<file path="src/rtl/bitclock_display_sequencer.sv">
// Binary clock face sequencer: on each refresh request it snapshots the four
// BCD time digits and writes all 16 LEDs of the 4x4 face to the ws2812
// driver, one index per write strobe, with a programmable gap between writes.
//
// Handshake: there is no back-pressure from the driver. write is a one-cycle
// strobe that qualifies led_num and rgb_data in the same cycle. busy is high
// from the LOAD cycle through the DONE cycle, and done pulses for exactly one
// cycle when the last index and its gap have completed.
module bitclock_display_sequencer #(
  parameter logic [23:0] ON_COLOUR  = 24'h00_00_10,
  parameter logic [23:0] OFF_COLOUR = 24'h00_00_00,
  parameter int          WRITE_GAP  = 2,
  parameter bit          SERPENTINE = 1'b0
) (
  input  logic        hwclk,
  input  logic        reset,
  input  logic        update,
  input  logic [3:0]  dm0,
  input  logic [3:0]  dm1,
  input  logic [3:0]  dh0,
  input  logic [3:0]  dh1,
  output logic [7:0]  led_num,
  output logic [23:0] rgb_data,
  output logic        write,
  output logic        busy,
  output logic        done
);

  typedef enum logic [2:0] {
    IDLE  = 3'd0,
    LOAD  = 3'd1,
    WRITE = 3'd2,
    GAP   = 3'd3,
    DONE  = 3'd4
  } state_t;

  // Gap counter is loaded with WRITE_GAP-1 and expires when it reaches zero.
  localparam int          GAP_M1   = (WRITE_GAP > 0) ? WRITE_GAP - 1 : 0;
  localparam logic [7:0]  GAP_INIT = 8'(GAP_M1);

  state_t      state, state_next;
  logic [3:0]  idx, idx_next;
  logic [7:0]  gap_cnt, gap_next;
  logic [15:0] snap, snap_next;
  logic        pending, pending_next;
  logic        update_q;
  logic        rise;

  logic [7:0]  led_num_next;
  logic [23:0] rgb_data_next;
  logic        write_next;
  logic        busy_next;
  logic        done_next;

  // Colour for one LED: column picks the digit, row picks the bit; odd
  // columns are bit-reversed when the strip is wired zig-zag.
  function automatic logic [23:0] colour_for(input logic [15:0] word,
                                             input logic [3:0]  led);
    logic [1:0] col;
    logic [1:0] row;
    logic [3:0] digit;
    logic       bit_on;
    col   = led[3:2];
    row   = led[1:0];
    digit = word[{col, 2'b00} +: 4];
    if (SERPENTINE && col[0]) bit_on = digit[2'd3 - row];
    else                      bit_on = digit[row];
    return bit_on ? ON_COLOUR : OFF_COLOUR;
  endfunction

  assign rise = update & ~update_q;

  // Next-state, datapath and registered-output preparation.
  always_comb begin
    state_next   = state;
    idx_next     = idx;
    gap_next     = gap_cnt;
    snap_next    = snap;
    pending_next = pending | rise;

    case (state)
      IDLE: begin
        if (pending || rise) state_next = LOAD;
      end
      LOAD: begin
        snap_next    = {dh1, dh0, dm1, dm0};
        pending_next = rise;
        idx_next     = 4'd0;
        state_next   = WRITE;
      end
      WRITE: begin
        if (WRITE_GAP == 0) begin
          if (idx == 4'd15) begin
            state_next = DONE;
          end else begin
            idx_next   = idx + 4'd1;
            state_next = WRITE;
          end
        end else begin
          gap_next   = GAP_INIT;
          state_next = GAP;
        end
      end
      GAP: begin
        if (gap_cnt == 8'd0) begin
          if (idx == 4'd15) begin
            state_next = DONE;
          end else begin
            idx_next   = idx + 4'd1;
            state_next = WRITE;
          end
        end else begin
          gap_next = gap_cnt - 8'd1;
        end
      end
      DONE: begin
        state_next = (pending || rise) ? LOAD : IDLE;
      end
      default: begin
        state_next = IDLE;
      end
    endcase

    // Outputs are registered from the next state so they line up with it.
    write_next    = (state_next == WRITE);
    busy_next     = (state_next != IDLE);
    done_next     = (state_next == DONE);
    led_num_next  = led_num;
    rgb_data_next = rgb_data;
    if (state_next == WRITE) begin
      led_num_next  = {4'b0000, idx_next};
      rgb_data_next = colour_for(snap_next, idx_next);
    end
  end

  // State, datapath and output registers; reset arms a refresh via pending.
  always_ff @(posedge hwclk) begin
    if (reset) begin
      state    <= IDLE;
      idx      <= 4'd0;
      gap_cnt  <= 8'd0;
      snap     <= 16'd0;
      pending  <= 1'b1;
      update_q <= 1'b0;
      led_num  <= 8'd0;
      rgb_data <= OFF_COLOUR;
      write    <= 1'b0;
      busy     <= 1'b0;
      done     <= 1'b0;
    end else begin
      state    <= state_next;
      idx      <= idx_next;
      gap_cnt  <= gap_next;
      snap     <= snap_next;
      pending  <= pending_next;
      update_q <= update;
      led_num  <= led_num_next;
      rgb_data <= rgb_data_next;
      write    <= write_next;
      busy     <= busy_next;
      done     <= done_next;
    end
  end

endmodule
</file>
<file path="config.mk">
export PLATFORM = sky130hd
export DESIGN_NAME = bitclock_display_sequencer
export DESIGN_NICKNAME = d
export VERILOG_FILES = /design/src/rtl/bitclock_display_sequencer.sv
export SDC_FILE = /design/constraint.sdc
export NUM_CORES = 1
export LEC_CHECK = 0
export BUFFER_PORTS_ARGS = -buffer_cell sky130_fd_sc_hd__buf_2
export CAP_MARGIN = 10
export CORE_MARGIN = 2
export CORE_UTILIZATION = 56
export DETAILED_ROUTE_END_ITERATION = 6
export MAX_ROUTING_LAYER = met4
export PLACE_DENSITY = 0.94
export SLEW_MARGIN = 0
export SYNTH_ARGS = -nofsm -noshare
export SYNTH_HDL_FRONTEND = slang
export SYNTH_SLANG_ARGS = --single-unit
</file>
<file path="constraint.sdc">
create_clock -name hwclk -period 6.5 [get_ports hwclk]
set_input_delay 0.65 -clock hwclk [delete_from_list [all_inputs] [get_ports hwclk]]
set_output_delay 0.65 -clock hwclk [all_outputs]
set_load 0.01 [all_outputs]
</file>
==> metrics.txt, run 1 <==
run status finished, final reports clean; Worst Setup End Kind flop; post-CTS setup buffer count 0; Tmin final 2.90 ns; I/O Buffers 26; max layer used met4; commonest non-fill, non-tap cell in the layout dfxtp_1; 1st-iter DRT viols 98; gpl congestion 0.870; Core Area 3390 sq um; clock tree buffer depth 2; area grow syn2layout 4.96%; critical path required time between 6 and 7 ns; vias in the first global route 1,503; setup tns final 0 ns; wl on met1 1.62 mm; dominant synthesized flop cell dfxtp_1; final period utilization 44.6%; global-route wire length before repair between 6 and 7 mm; TritonRoute pass-1 iters 4; boundary pin count 54; CTS tree built; Die H 64.0 um; Routed WL between 3 and 4 mm; metal3 WL 209 um; Sink Count 41; clk root buf clkbuf_4; Slew headroom 24.5%; count of cell types in the netlist 46; routed len/inst 12.2 um; highest clock rate between 300 and 400 MHz; crit path max fanout 6; antenna violations before repair 0; Filler Cell Count 303; Hold WC Path Type reg -> reg; die area about 4100 sq um; sequential share of the synthesized area 40.7%; Post-CTS Hold Fix Bufs 0; worst clock skew 0.00778 ns; post-cts sizing count 0; Leak 0.000844 uW; Tot Pwr 595 uW; cell count after synthesis 243; DIE WIDTH 64.0 um; Final nets between 200 and 300; Initial Utilization 59.5%; Slew Limit Fails 0; num rows 21; max_cap viols 0; Hold Slack 0.460 ns; hold_sp led_num[2]$_SDFFE_PP0N_; Mean Syn Cell Area about 8.3 sq um; CTS H-tree depth 2; Num CTS Buffers 5; P per Cell Area roughly 280 nW/um^2; Detail Placement HPWL 2.71 mm; slew at the pin closest to its max-slew limit 1.13 ns; Max VDD drop 0.130 mV; final hold vios 0; Worst Hold End led_num[2]$_SDFFE_PP0N_; Setup CP Type reg -> reg; Yosys Warn Count 0; share of flip-flops with an asynchronous set or reset 0%; ANT cells 0; worst r2r dst rgb_data[4]$_SDFFE_PP0N_; post-synthesis register bit count 41; Post-Syn Area around 2000 sq um; global route overflow 0; critical path launch point type flop; flop-to-flop setup slack 3.60 ns; Global Route Usage Sum between 20% and 30%; vias 1,663; CP Data Arrival Time 3.14 ns; DR WL met2 1.83 mm; Hold Crit Depth 2; Clock Latency Late Sink ~0.37 ns; Post-synth EDFFs 0; Final Cell Area 2120 sq um; DR DRC count 0; Final Setup Violations 0; Finished Layout Cells between 300 and 400; vias per std cell around 5.3; register clock-pin slew on the reported worst setup and hold paths 0.12 ns; most frequent cells in the layout 41 x dfxtp_1, 37 x nand2_1, 27 x conb_1, 26 x buf_2, 23 x a21oi_1; post-route ant nets 0; r2r startpoint gap_cnt[0]$_SDFFE_PP0P_; Cells after DPL 304; largest net degree at the start of global routing 35; share of post-route cells with drive strength above 1 16.2%; Area after DPL 2060 sq um; RSZ-0062 raised after global routing no; worst r2r path cells 9
## area by class of cell
type                    count  area, sq um  area share [%]
repair buffers             26          130            6.14
well taps                  46         57.6            2.72
clock inverters             3         21.3            1.00
flip-flops and latches     41          821            38.7
clock buffers               5         37.5            1.77
inverters                   3         11.3           0.532
multi-input cells         188         1040            49.1
## registers in the layout, indices dropped and copies added, names as in the netlist
| name | count |
|---|---|
| write | 1 |
| gap_cnt | 8 |
| pending | 1 |
| snap | 16 |
| update_q | 1 |
| state | 3 |
| busy | 1 |
| idx | 4 |
| rgb_data | 1 |
| done | 1 |
| led_num | 4 |
## worst max path at each step
stage                     cells past startpoint                  endpoint                    start
after floorplan                               9  rgb_data[4]$_SDFFE_PP0N_  gap_cnt[0]$_SDFFE_PP0P_
after global placement                        9  rgb_data[4]$_SDFFE_PP0N_  gap_cnt[0]$_SDFFE_PP0P_
after detailed placement                      9  rgb_data[4]$_SDFFE_PP0N_  gap_cnt[0]$_SDFFE_PP0P_
after CTS                                     9  rgb_data[4]$_SDFFE_PP0N_  gap_cnt[0]$_SDFFE_PP0P_
after global routing                          7  rgb_data[4]$_SDFFE_PP0N_      state[0]$_SDFF_PP0_
final                                         9  rgb_data[4]$_SDFFE_PP0N_  gap_cnt[0]$_SDFFE_PP0P_
## where the power goes
group          switching [uW]  internal (uW)
logic                    99.9           63.4
registers                23.0            278
clock network            87.8           42.7
## per-stage QoR
| stage | util (%) | setup slack, ns |
|---|---|---|
| 5_1_grt | 62.5 | 3.35 |
| 3_5_place_dp | 60.8 | 3.63 |
| 2_1_floorplan | - | 3.97 |
| 3_3_place_gp | 60.8 | 3.74 |
| 6_report | 62.5 | 3.60 |
| 4_1_cts | 62.5 | 3.61 |
## Yosys cell counts (2+ instances only)
cell      number  area [sq um]
o21ai_0        2          10.0
mux2i_1        7          70.1
and3_1         3          18.8
dfxtp_1       41           821
nor3b_1        2          15.0
a31oi_1        2          12.5
a211oi_1       5          37.5
a22oi_1        3          22.5
a21oi_1       23           115
nand2b_1       3          18.8
nor2b_1        3          18.8
buf_4         27           203
clkbuf_1       7          26.3
nor4_1         5          31.3
nor3_1         9          45.0
nand2_1       37           139
nor4_2         2          25.0
buf_2          3          15.0
ha_1           2          25.0
xnor2_1        3          26.3
inv_1          3          11.3
nand3_1        6          30.0
nor2_1        19          71.3
xor2_1         2          17.5
nand4_1        3          18.8
## per-layer routing
layer  global-route usage (%)  vias up
met1                     21.5      751
met4                     10.1        0
met3                     7.22       15
met5                        -        -
met2                     33.3       60
li1                         -      837
## critical path, cell delays in order, from the launching register on
cell      delay, ns
dfxtp_1        0.35
inv_1          0.10
ha_1           0.19
or3b_2         0.51
or3_4          0.43
a222oi_1       0.65
nor3b_1        0.27
a22oi_1        0.10
nand4_1        0.09
a31oi_1        0.08
## kinds of logic (layout without fill, tap and decap cells)
group                      after synthesis  in the layout  share of synthesized area (%)
muxes                                    8              8                           4.03
buffers and inverters                   40             37                           12.6
adders and majority gates                2              2                           1.24
and+or+nand+nor                        102            102                           25.5
other                                    1             27                          0.186
DFF                                     41             41                           40.7
xor gates and xnor gates                 5              5                           2.17
AOI/OAI and AO/OA                       44             44                           13.6
(Power assumes the default switching activity.)
==> run 2, diff against run 1 <==
--- a/config.mk
+++ b/config.mk
@@ -8,10 +8,10 @@
 export BUFFER_PORTS_ARGS = -buffer_cell sky130_fd_sc_hd__buf_2
 export CAP_MARGIN = 10
 export CORE_MARGIN = 2
-export CORE_UTILIZATION = 56
+export CORE_UTILIZATION = 47
 export DETAILED_ROUTE_END_ITERATION = 6
 export MAX_ROUTING_LAYER = met4
-export PLACE_DENSITY = 0.94
+export PLACE_DENSITY = 0.85
 export SLEW_MARGIN = 0
 export SYNTH_ARGS = -nofsm -noshare
 export SYNTH_HDL_FRONTEND = slang
==> constraint.sdc (replaced) <==
create_clock -name hwclk -period 2.4 [get_ports hwclk]
set_input_delay 0.24 -clock hwclk [delete_from_list [all_inputs] [get_ports hwclk]]
set_output_delay 0.24 -clock hwclk [all_outputs]
set_load 0.01 [all_outputs]
==> run 2 against run 1 <==
- combinational power rose to 3.4 times the previous value
- critical endpoint unchanged
- global-route usage shrank 2.4 points
- clock power increased to 3.4 times the previous value
- core utilization down 5.1 points
- first-iteration DRC count increased by 10%
- largest power group unchanged
- design area increased by 9.9%
- sequential power rose to 2.7 times the previous value
- final cell count is 6.4% higher
- clock skew fell by 0.0016 ns
==> metrics.txt, run 2 (synthesized netlist as in run 1, its figures left out) <==
Clk pwr share 24.7%; Slew Limit Fails 0; Logic pwr share 30.4%; Clock Latency Late Sink 0.29 ns; critical path launch point type flop; Biggest register snap; CP Data Arrival Time 2.52 ns; 1st-iter DRT viols approximately 110; worst r2r path cells 10; final period utilization 98.5%; P per Cell Area 776 nW/um^2; vias 1,761; Sink Count between 40 and 50; global-route wire length before repair 6.80 mm; post-route ant nets 0; DR DRC count 0; Post-CTS Hold Fix Bufs 0; share of post-route cells with drive strength above 1 24.1%; met1 usage 19.9%; boundary pin count 54; RSZ-0062 raised after global routing yes; global route overflow 0; I/O Buffers 26; clock tree buffer depth 2; worst r2r dst rgb_data[4]$_SDFFE_PP0N_; Global Route Usage Sum 17.9%; final hold vios 0; DIE WIDTH 69.5 um; commonest non-fill, non-tap cell in the layout dfxtp_1; Tot Pwr about 1800 uW; Largest register FFs 16; gpl congestion approximately 0.86; setup tns final 0 ns; hold_sp update; Worst Setup End Kind flop; Worst Hold End update_q$_SDFF_PP0_; vias per std cell 5.30; highest clock rate 423 MHz; die area approximately 4800 sq um; flop-to-flop setup slack between 0.03 and 0.04 ns; worst clock skew 0.00617 ns; Core Area 4060 sq um; CTS tree built; Hold WC Path Type in -> reg; critical path required time 2.55 ns; most used routing layer in global routing met2; area grow syn2layout 15.3%; clk root buf clkbuf_8; Tmin final 2.36 ns; r2r startpoint gap_cnt[1]$_SDFFE_PP0P_; met3 Use GR 3.92%; max_cap viols 0; most frequent cells in the layout 39 x dfxtp_1, 37 x nand2_1, 27 x conb_1, 26 x buf_2, 23 x a21oi_1; antenna violations before repair 0; slew at the pin closest to its max-slew limit 0.581 ns; Max VDD drop 0.542 mV; register clock-pin slew on the reported worst setup and hold paths around 0.07 ns; routed len/inst roughly 12 um; vias in the first global route 1,586; sw power 580 uW; num rows 23; Global Route met2 Usage 30.9%; sw frac 32.1%; Final Setup Violations 0; Hold Crit Depth 2; Initial Utilization 49.7%; Setup CP Type reg -> reg; largest net degree at the start of global routing 35; ANT cells 0; Finished Layout Cells 332; Cells after DPL 322; Routed WL 4.10 mm; Slew headroom 61.2%; crit path max fanout 4; Leak 0.000948 uW; P_int 1230 uW; Final nets 303; Reg power frac 44.9%; Die H just under 70 um; Largest regs snap: 16 flops, gap_cnt: 8 flops; run status finished, final reports clean; Num CTS Buffers 5; Detail Placement HPWL between 2 and 3 mm; CTS H-tree depth 2; TritonRoute pass-1 iters 4
-- run 2: cell types whose count changed in the layout (fill, tap and decap cells not counted), sizes merged --
cell	change
buf	+17
clkbuf	+2
clkinv	-1
clkinvlp	-1
inv	-1
-- run 2: metal layers --
metal	routed length, um	up-vias
li1	-	869
met1	1710	805
met2	2050	72
met3	202	15
met4	127	0
met5	0	-
-- run 2: power by group through the flow --
stage                     registers, uW  clock network (uW)  logic, uW
after floorplan                     814                   0        396
after global placement              820                   0        505
after detailed placement            822                   0        517
after CTS                           808                 455        531
after global routing                820                 486        607
final                               811                 446        549
-- run 2: area by class of cell --
type                            count  area (sq um)
Clock buffer                        7          86.3
Fill cell                         366          1730
Inverter                            3          11.3
Multi-Input combinational cell    188          1090
Sequential cell                    41           823
Tap cell                           50          62.6
Timing Repair Buffer               43           258
-- run 2: what timing repair did --
item	CTS	global route
endpoints found under the setup margin	1	1
pin swaps	1	6
buffers inserted	1	2
gates resized for setup	1	9
-- run 2: worst max path at each step --
stage | from | endpoint | slack [ns] | cells after the start
2_1_floorplan | gap_cnt[2]$_SDFFE_PP0P_ | rgb_data[4]$_SDFFE_PP0N_ | 0.03 | 7
3_3_place_gp | gap_cnt[0]$_SDFFE_PP0P_ | rgb_data[4]$_SDFFE_PP0N_ | 0.07 | 9
3_5_place_dp | gap_cnt[1]$_SDFFE_PP0P_ | rgb_data[4]$_SDFFE_PP0N_ | -0.02 | 9
4_1_cts | gap_cnt[1]$_SDFFE_PP0P_ | rgb_data[4]$_SDFFE_PP0N_ | 0.005 | 10
5_1_grt | gap_cnt[1]$_SDFFE_PP0P_ | rgb_data[4]$_SDFFE_PP0N_ | -0.10 | 10
6_report | gap_cnt[1]$_SDFFE_PP0P_ | rgb_data[4]$_SDFFE_PP0N_ | 0.04 | 10
-- run 2: worst max-delay path, stage by stage (launching register included) --
cell,delay (ns)
dfxtp_2,0.34
inv_2,0.07
ha_4,0.13
or3b_4,0.41
or3_4,0.40
a222oi_1,0.22
buf_4,0.18
nor3b_2,0.17
a22oi_1,0.09
nand4_1,0.12
a31oi_1,0.09
-- run 2: per-stage QoR --
stage / setup slack [ns] / util (%) / hold slack (ns) / area, sq um
3_3_place_gp: 0.0657 / 53.7 / 0.440 / 2180
3_5_place_dp: -0.0221 / 53.7 / 0.445 / 2180
2_1_floorplan: 0.0271 / - / 0.368 / 2130
4_1_cts: 0.00515 / 56.2 / 0.169 / 2280
5_1_grt: -0.102 / 57.4 / 0.174 / 2330
6_report: 0.0366 / 57.4 / 0.171 / 2330
==> run 3, diff against run 2 <==
--- a/config.mk
+++ b/config.mk
@@ -7,9 +7,12 @@
 export LEC_CHECK = 0
 export BUFFER_PORTS_ARGS = -buffer_cell sky130_fd_sc_hd__buf_2
 export CAP_MARGIN = 10
+export CELL_PAD_IN_SITES_DETAIL_PLACEMENT = 1
+export CELL_PAD_IN_SITES_GLOBAL_PLACEMENT = 1
 export CORE_MARGIN = 2
-export CORE_UTILIZATION = 47
+export CORE_UTILIZATION = 34
 export DETAILED_ROUTE_END_ITERATION = 6
+export GPL_TIMING_DRIVEN = 0
 export MAX_ROUTING_LAYER = met4
 export PLACE_DENSITY = 0.85
 export SLEW_MARGIN = 0
==> run 3 against run 2 <==
- the flow now finishes with violations (setup timing)
- register-to-register slack lost 0.13 ns
- critical path depth shrank 3
- final cell count grew 17%
- sequential power grew 0.7%
- via count grew 4.9%
- count of clock-buffer cells in the layout shrank 1
- first-iteration DRC count shrank 26%
==> metrics.txt, run 3 (synthesized netlist as in run 1, its figures left out) <==
global-route wire length before repair 8.07 mm; 1st-iter DRT viols 80; vias per std cell 4.76; P per Cell Area 734 nW/um^2; Setup CP Type reg -> reg; Num CTS Buffers 5; share of post-route cells with drive strength above 1 between 30% and 40%; Core Area 5820 sq um; sw frac 34.5%; post-route ant nets 0; critical path required time roughly 2.6 ns; area grow syn2layout 27.3%; Hold Crit Depth 2; worst r2r dst rgb_data[4]$_SDFFE_PP0N_; worst-path cell chain or4_4, nor4_4, nor2_4, mux2_2, or4_1, nand4_1, a31oi_1; ANT cells 0; flop-to-flop setup slack -0.09 ns; P_int 1240 uW; post-layout util 44.2%; final hold vios 0; Final Cell Area between 2000 and 3000 sq um; Filler Cell Count 768; largest net degree at the start of global routing 13; slowest CP cell or4_4; CTS H-tree depth 2; Routed WL 5.05 mm; crit path max fanout 6; max_cap viols 0; Setup WS pre-CTS -0.393 ns; Post-CTS Hold Fix Bufs 0; failing checks setup timing; r2r startpoint gap_cnt[5]$_SDFFE_PP0P_; DR DRC count 0; die area 6570 sq um; vias in the first global route 1,756; Slew headroom about three fifths; Detail Placement HPWL roughly 3.6 mm; critical path launch point type flop; CP top delay family simple AND/OR/NAND/NOR gates; Clk pwr share 23.3%; Max VDD drop 0.424 mV; Hold WC Path Type in -> reg; Area after DPL around 2300 sq um; I/O Buffers 25; num rows 28; vias around 1,800; commonest non-fill, non-tap cell in the layout buf_4; Worst Setup End Kind flop; DIE WIDTH 81.0 um; Final Setup Violations 1; TritonRoute pass-1 iters 4; Largest stage delay, worst path about 0.60 ns; Reg power frac about 43%; CP Data Arrival Time 2.67 ns; Largest register FFs 16; Finished Layout Cells 388; worst path buffer plus inverter count 0; global route overflow 0; run status complete, but fails checks; Initial Utilization roughly a third; most frequent cells in the layout 39 x buf_4, 37 x nand2_1, 36 x dfxtp_1, 28 x buf_2, 27 x conb_1; setup tns final -0.0920 ns; Global Route Usage Sum about 16%; final period utilization 104%; Tmin final roughly 2.5 ns; Sink Count 41; boundary pin count between 50 and 60; slew at the pin closest to its max-slew limit 0.619 ns; Leak 0.00109 uW; hold_sp update; Biggest register snap; Die H about 81 um; Worst Hold End update_q$_SDFF_PP0_; highest clock rate 401 MHz; Cells after DPL 369; RSZ-0062 raised after global routing yes; clk root buf clkbuf_8; Final nets ~330; CTS tree built; worst r2r path cells 7; Logic pwr share 33.3%; sw power 651 uW; gpl congestion around 0.84; antenna violations before repair 0; register clock-pin slew on the reported worst setup and hold paths approximately 0.08 ns; Slew Limit Fails 0; Largest regs snap: 16 flops, gap_cnt: 8 flops; Clock Latency Late Sink around 0.3 ns; final worst slack -0.0920 ns; clock tree buffer depth 2; routed len/inst 13.0 um; worst clock skew 0.00720 ns
run 3: cell count changes in the layout (fill, tap and decap cells not counted), sizes merged:
| cell | previous run | this run |
|---|---|---|
| clkinv | 0 | 2 |
| clkbuf | 7 | 12 |
| buf | 43 | 67 |
run 3: metrics by stage:
step	power (uW)	hold WS (ns)
CTS	1860	0.165
detailed placement	1340	0.448
finish	1890	0.168
global route	2010	0.178
floorplan	1210	0.368
global placement	1320	0.439
run 3: worst max-delay path by stage:
| stage | start | end | slack [ns] | depth (start not counted) |
|---|---|---|---|---|
| 6_report | gap_cnt[5]$_SDFFE_PP0P_ | rgb_data[4]$_SDFFE_PP0N_ | -0.09 | 7 |
| 4_1_cts | gap_cnt[0]$_SDFFE_PP0P_ | rgb_data[4]$_SDFFE_PP0N_ | -0.08 | 10 |
| 5_1_grt | gap_cnt[5]$_SDFFE_PP0P_ | rgb_data[4]$_SDFFE_PP0N_ | -0.16 | 7 |
| 2_1_floorplan | gap_cnt[2]$_SDFFE_PP0P_ | rgb_data[4]$_SDFFE_PP0N_ | 0.03 | 7 |
| 3_5_place_dp | gap_cnt[0]$_SDFFE_PP0P_ | rgb_data[4]$_SDFFE_PP0N_ | -0.39 | 9 |
| 3_3_place_gp | gap_cnt[0]$_SDFFE_PP0P_ | rgb_data[4]$_SDFFE_PP0N_ | -0.32 | 9 |
run 3: routing by layer:
layer,track usage (%),share of wire (%),up-vias,wire length (um)
met5,-,0,-,0
met1,18.1,43,868,2170
li1,-,-,928,-
met4,5.59,1.3,0,64
met2,28.4,51,46,2580
met3,4.11,4.6,5,231
run 3: power groups by stage:
stage	logic, uW	clock network (uW)	registers (uW)
after floorplan	396	0	814
after global routing	694	484	828
after global placement	509	0	816
after detailed placement	523	0	821
after CTS	588	454	814
final	629	440	817
run 3: area by class of cell:
class / count / area [sq um] / area share, %
Buffer: 36 / 240 / 9.35
Clock buffer: 6 / 72.6 / 2.83
Clock inverter: 2 / 10.0 / 0.390
Inverter: 3 / 11.3 / 0.438
Multi-Input combinational cell: 188 / 1100 / 42.7
Sequential cell: 41 / 830 / 32.3
Tap cell: 75 / 93.8 / 3.65
Timing Repair Buffer: 37 / 215 / 8.38
run 3: timing repair:
action	in CTS	in global routing
pin swaps	7	5
setup buffers	5	7
endpoints found under the setup margin	1	9
resized for setup	10	6
cloned	0	0
run 3: worst register-to-register path, delay by kind of cell (launching register included):
| kind | cells | cell delay (ns) |
|---|---|---|
| simple gates | 5 | 1.65 |
| flops | 1 | 0.35 |
| mux | 1 | 0.28 |
| compound gates | 1 | 0.09 |
